File: src/rtl/modulo_controlador_rolhas.sv
// modulo_controlador_rolhas: corking-station sequencer that owns the cork stock REG_R
// Ports:
//   CLK, RST (async, active-high)
//   START, SENSOR_GARRAFA, VEDA_OK, ACK_DISP, DISP_VAZIO, CLR_ALARME : line and peripheral inputs
//   REG_R[6:0] stock; VEDAR, REQ_DISP, ALARME decoded from state; EVT_VEDADA 1-cycle pulse; ESTADO[2:0] state code
module modulo_controlador_rolhas #(
  parameter int MAX_ROLHAS = 99,
  parameter int LIMIAR     = 5,
  parameter int LOTE       = 15,
  parameter int TIMEOUT    = 63
) (
  input  logic       CLK,
  input  logic       RST,
  input  logic       START,
  input  logic       SENSOR_GARRAFA,
  input  logic       VEDA_OK,
  input  logic       ACK_DISP,
  input  logic       DISP_VAZIO,
  input  logic       CLR_ALARME,
  output logic [6:0] REG_R,
  output logic       VEDAR,
  output logic       REQ_DISP,
  output logic       ALARME,
  output logic       EVT_VEDADA,
  output logic [2:0] ESTADO
);
  typedef enum logic [2:0] {
    IDLE       = 3'd0,
    ESPERA     = 3'd1,
    VEDANDO    = 3'd2,
    REABASTECE = 3'd3,
    FALHA      = 3'd4
  } estado_t;
  estado_t estado, prox;
  logic [5:0] timer, prox_timer;
  logic [6:0] prox_r;
  logic       prox_evt;
  logic [7:0] soma;
  // 8-bit sum so a refill near the ceiling saturates instead of wrapping
  assign soma = {1'b0, REG_R} + 8'(LOTE);
  always_comb begin
    prox       = estado;
    prox_r     = REG_R;
    prox_timer = timer;
    prox_evt   = 1'b0;
    case (estado)
      IDLE: prox = START ? ESPERA : IDLE;
      ESPERA:
        if (!START) prox = IDLE;
        else if (REG_R <= 7'(LIMIAR) && !DISP_VAZIO) prox = REABASTECE;
        else if (REG_R == '0 && DISP_VAZIO) prox = FALHA;
        else if (SENSOR_GARRAFA) begin
          prox       = VEDANDO;
          prox_timer = '0;
        end
      VEDANDO:
        if (VEDA_OK) begin
          prox     = ESPERA;
          prox_r   = (REG_R == '0) ? REG_R : REG_R - 7'd1;
          prox_evt = 1'b1;
        end else if (timer == 6'(TIMEOUT - 1)) prox = FALHA;
        else prox_timer = timer + 6'd1;
      REABASTECE:
        if (ACK_DISP) begin
          prox   = ESPERA;
          prox_r = (soma > 8'(MAX_ROLHAS)) ? 7'(MAX_ROLHAS) : soma[6:0];
        end else if (DISP_VAZIO) prox = (REG_R == '0) ? FALHA : ESPERA;
      FALHA: prox = CLR_ALARME ? IDLE : FALHA;
      default: prox = IDLE;
    endcase
  end
  always_ff @(posedge CLK or posedge RST) begin
    if (RST) begin
      estado     <= IDLE;
      REG_R      <= '0;
      timer      <= '0;
      EVT_VEDADA <= 1'b0;
    end else begin
      estado     <= prox;
      REG_R      <= prox_r;
      timer      <= prox_timer;
      EVT_VEDADA <= prox_evt;
    end
  end
  assign VEDAR    = (estado == VEDANDO);
  assign REQ_DISP = (estado == REABASTECE);
  assign ALARME   = (estado == FALHA);
  assign ESTADO   = estado;
endmodule

File: config.mk
export PLATFORM = sky130hd
export DESIGN_NAME = modulo_controlador_rolhas
export DESIGN_NICKNAME = d
export VERILOG_FILES = /design/src/rtl/modulo_controlador_rolhas.sv
export SDC_FILE = /design/constraint.sdc
export NUM_CORES = 1
export LEC_CHECK = 0
export BUFFER_PORTS_ARGS = -buffer_cell sky130_fd_sc_hd__buf_2
export CORE_UTILIZATION = 55
export CTS_BUF_LIST = sky130_fd_sc_hd__clkbuf_8 sky130_fd_sc_hd__clkbuf_16
export CTS_CLUSTER_SIZE = 30
export DETAILED_ROUTE_END_ITERATION = 6
export PLACE_DENSITY = 0.75
export SLEW_MARGIN = 20
export SYNTH_ARGS = -nofsm -noshare
export SYNTH_HDL_FRONTEND = slang
export SYNTH_SLANG_ARGS = --single-unit
File: constraint.sdc
create_clock -name CLK -period 5.5 [get_ports CLK]
set_input_delay 0.275 -clock CLK [delete_from_list [all_inputs] [get_ports CLK]]
set_output_delay 0.275 -clock CLK [all_outputs]
set_load 0.005 [all_outputs]
==> impl_metrics.ini <==
[synth]
synth_edf_count = 0
yosysSeqAreaShare_pct = 33.0
syn_nets = 160
synth_top_area_cell = dfrtp_1
synth_area_leaders = dfrtp_1 33%, nor2_1 5.0%, ha_1 4.9%
ys_seq_elements = 17
synth_area_um2 = 1290
synth_top_flop_cell = dfrtp_1
ys_warn_count = 0
netlist_instances = 147
synth.distinct_cells = 55
synth_top_area_share_pct = 33.0
async_reset_ff_share_pct = 100
syn_area_per_cell_um2 = 8.76

[critical_path]
worstSetupPathType = reg -> reg
worstPathRequired_ns = 5.69
cp_top_family = compound AO/OA/AOI/OAI gates
worstSetupEndpointType = register
r2r_cells = 7
timing.critical_path.fanout_max = 9
slowest_stage = or3b_1
worstPathArrival_ns = 2.67
cp-start-kind = register
path_buf_inv = 1
crit_chain = inv_1 -> ha_1 -> or3b_1 -> a221oi_2 -> o22ai_1 -> a2111oi_2 -> a221o_1
crit_cells = 7
slowest_delay_ns = 0.49

[timing]
post-route-min-period_ns = 2.48
fin_skew_ns = 0.00256
max_slew.worst_pin.slew_ns = 0.674
fin_crit_sh_pct = 45.2
rsz0062_at_grt = no
fmax_ghz = 0.402
hold_viol = 0
setup_tns_ns = 0
drv_slew = 0
maxSlewHeadroom_pct = 55.0
setup_viol = 0

[finish]
multi_input_area_um2 = 763
diodes = 0
drive_above_1_share_pct = 22.0
utilization_pct = 64.1
area_growth_syn_to_layout_pct = 10.1
final_nets = 178
regArea_um2 = 425
n_fill_cell = 204

[clocking]
post_cts_buffers = 0
clk_transition_reported_paths_ns = 0.07
cts_resized = 0
cts_root_buf = clkbuf_8
cts_tree = yes
ctsLongestPathBuffers = 2
ctsHtreeMaxLevel = 1
clock-sinks = 17
cts_buffers = 3
holdBufCountCts = 0
insertion_delay_ns = 0.25

[min_path]
min_path_type = in -> async

[drt]
drtPass1Iterations = 6
ant_nets = 0
vias = 1203
vias_per_cell = 6.27
drtIter0Drc = 40
drc = 0
wl_um = 2860
wl_per_cell_um = 14.9

[power]
p_leak_nw = 0.657
peakVddDrop_mv = 0.207
pwr_density_cell_nw_per_um2 = 371

[global_routing]
overflow = 0
antenna_found_initial = 0
grt_max_degree = 18
grt_pass1_wl_um = 4840
grt_pass1_vias = 1080
track_usage_pct = 24.8

[outcome]
status = complete, no violations

[floorplan]
fp.dieArea_um2 = 2540
initial_core_util_pct = 58.2
core_area_um2 = 2210
die_x_um = 50.4
fp.dieH_um = 50.4
io_pins = 22
row_count = 17

[placed_design]
gp_congestion = 0.886
place_hpwl_um = 2080
io_buffers = 21

[flow_run]
maxCapViolations = 0
## routing by layer
| layer | share of wire [%] | vias up | global-route usage (%) |
|---|---|---|---|
| li1 | - | 584 | - |
| met1 | 48 | 581 | 37.1 |
| met2 | 47 | 36 | 38.0 |
| met3 | 5.3 | 2 | 2.73 |
| met4 | 0.28 | 0 | 6.02 |
| met5 | 0 | - | 0 |
## worst paths after layout
path / startpoint / end / slack, ns
max in group asynchronous: RST / REG_R[0] / 4.95
setup reg to reg: REG_R[0] / REG_R[2] / 3.02
hold reg to reg: timer[5] / timer[5] / 0.54
hold / removal: RST / timer[1] / 0.12
setup / recovery: REG_R[0] / REG_R[2] / 3.02
min in group CLK: SENSOR_GARRAFA / ESTADO[0] / 0.26
## final cells by class
cell class	instances	area share (%)
clock buffer	3	2.91
clock inverter	1	0.265
inverter	11	3.09
multi-input combinational	111	53.8
sequential	17	30.0
tap	28	2.47
timing repair buffer	21	7.41
## state kept, by name, indices dropped and copies added, names as in the netlist
signal / cells
ESTADO: 3
EVT_VEDADA: 1
REG_R: 7
timer: 6
## per-stage QoR
| stage | power (mW) | instance area (um^2) | worst slack [ns] | std cells | hold WS [ns] |
|---|---|---|---|---|---|
| after global routing | 0.566 | 1420 | 2.79 | 192 | 0.176 |
| after floorplan | 0.369 | 1290 | 3.22 | 147 | 0.201 |
| after global placement | 0.424 | 1370 | 3.15 | 188 | 0.407 |
| final | 0.526 | 1420 | 3.02 | 192 | 0.118 |
| after detailed placement | 0.431 | 1370 | 3.04 | 188 | 0.414 |
| after CTS | 0.524 | 1420 | 3.02 | 192 | 0.146 |
## report_power, final
| part | switching (mW) | internal (mW) | total (mW) |
|---|---|---|---|
| sequential | 0.0596 | 0.156 | 0.216 |
| combinational | 0.116 | 0.101 | 0.217 |
| clock | 0.0429 | 0.0494 | 0.0923 |
| total | 0.219 | 0.307 | 0.526 |
## layout by cell type (no fill, tap or decap), drive strengths merged, types with 3 or more instances in the layout
master / netlist / routed
clkbuf: 3 / 3
ha: 5 / 5
and3: 4 / 4
inv: 11 / 12
nand2: 7 / 7
nand3: 3 / 3
o31ai: 4 / 4
nor3: 7 / 7
o21ai: 12 / 12
nand4: 3 / 3
buf: 5 / 21
a31oi: 4 / 4
dfrtp: 17 / 17
a21oi: 5 / 5
nor2: 17 / 17
and2: 3 / 3
## synth_stat cells (2+ instances only)
| master | n |
|---|---|
| nor2_1 | 17 |
| a221o_1 | 2 |
| nand4_1 | 3 |
| inv_1 | 10 |
| ha_1 | 5 |
| buf_6 | 3 |
| nand3_1 | 3 |
| a21oi_1 | 5 |
| nand2_1 | 7 |
| a31oi_1 | 4 |
| o21ai_1 | 3 |
| o21ai_0 | 9 |
| dfrtp_1 | 17 |
| buf_2 | 2 |
| or3b_1 | 2 |
| o31ai_1 | 4 |
| nor3_1 | 7 |
| clkbuf_1 | 3 |
| o21a_1 | 2 |
| and3_1 | 4 |
## cells by family after synthesis
| family | after synthesis | share of synthesized area (%) |
|---|---|---|
| multiplexers | 2 | 2.04 |
| buffers and inverters | 19 | 7.68 |
| AND/OR/NAND/NOR | 56 | 23.6 |
| adder cells (fa/ha/maj) | 5 | 4.86 |
| flip-flops | 17 | 33.0 |
| AO/OA/AOI/OAI | 48 | 28.8 |
## worst reg2reg max path: cells and delay by family, from the launching register on
family                   cells  cell delay, ns
adder cells (fa/ha/maj)      1            0.30
AND/OR/NAND/NOR              1            0.49
buffers and inverters        1            0.13
flip-flops                   1            0.47
AO/OA/AOI/OAI                4            1.03
Power figures use the tool's default switching activity.
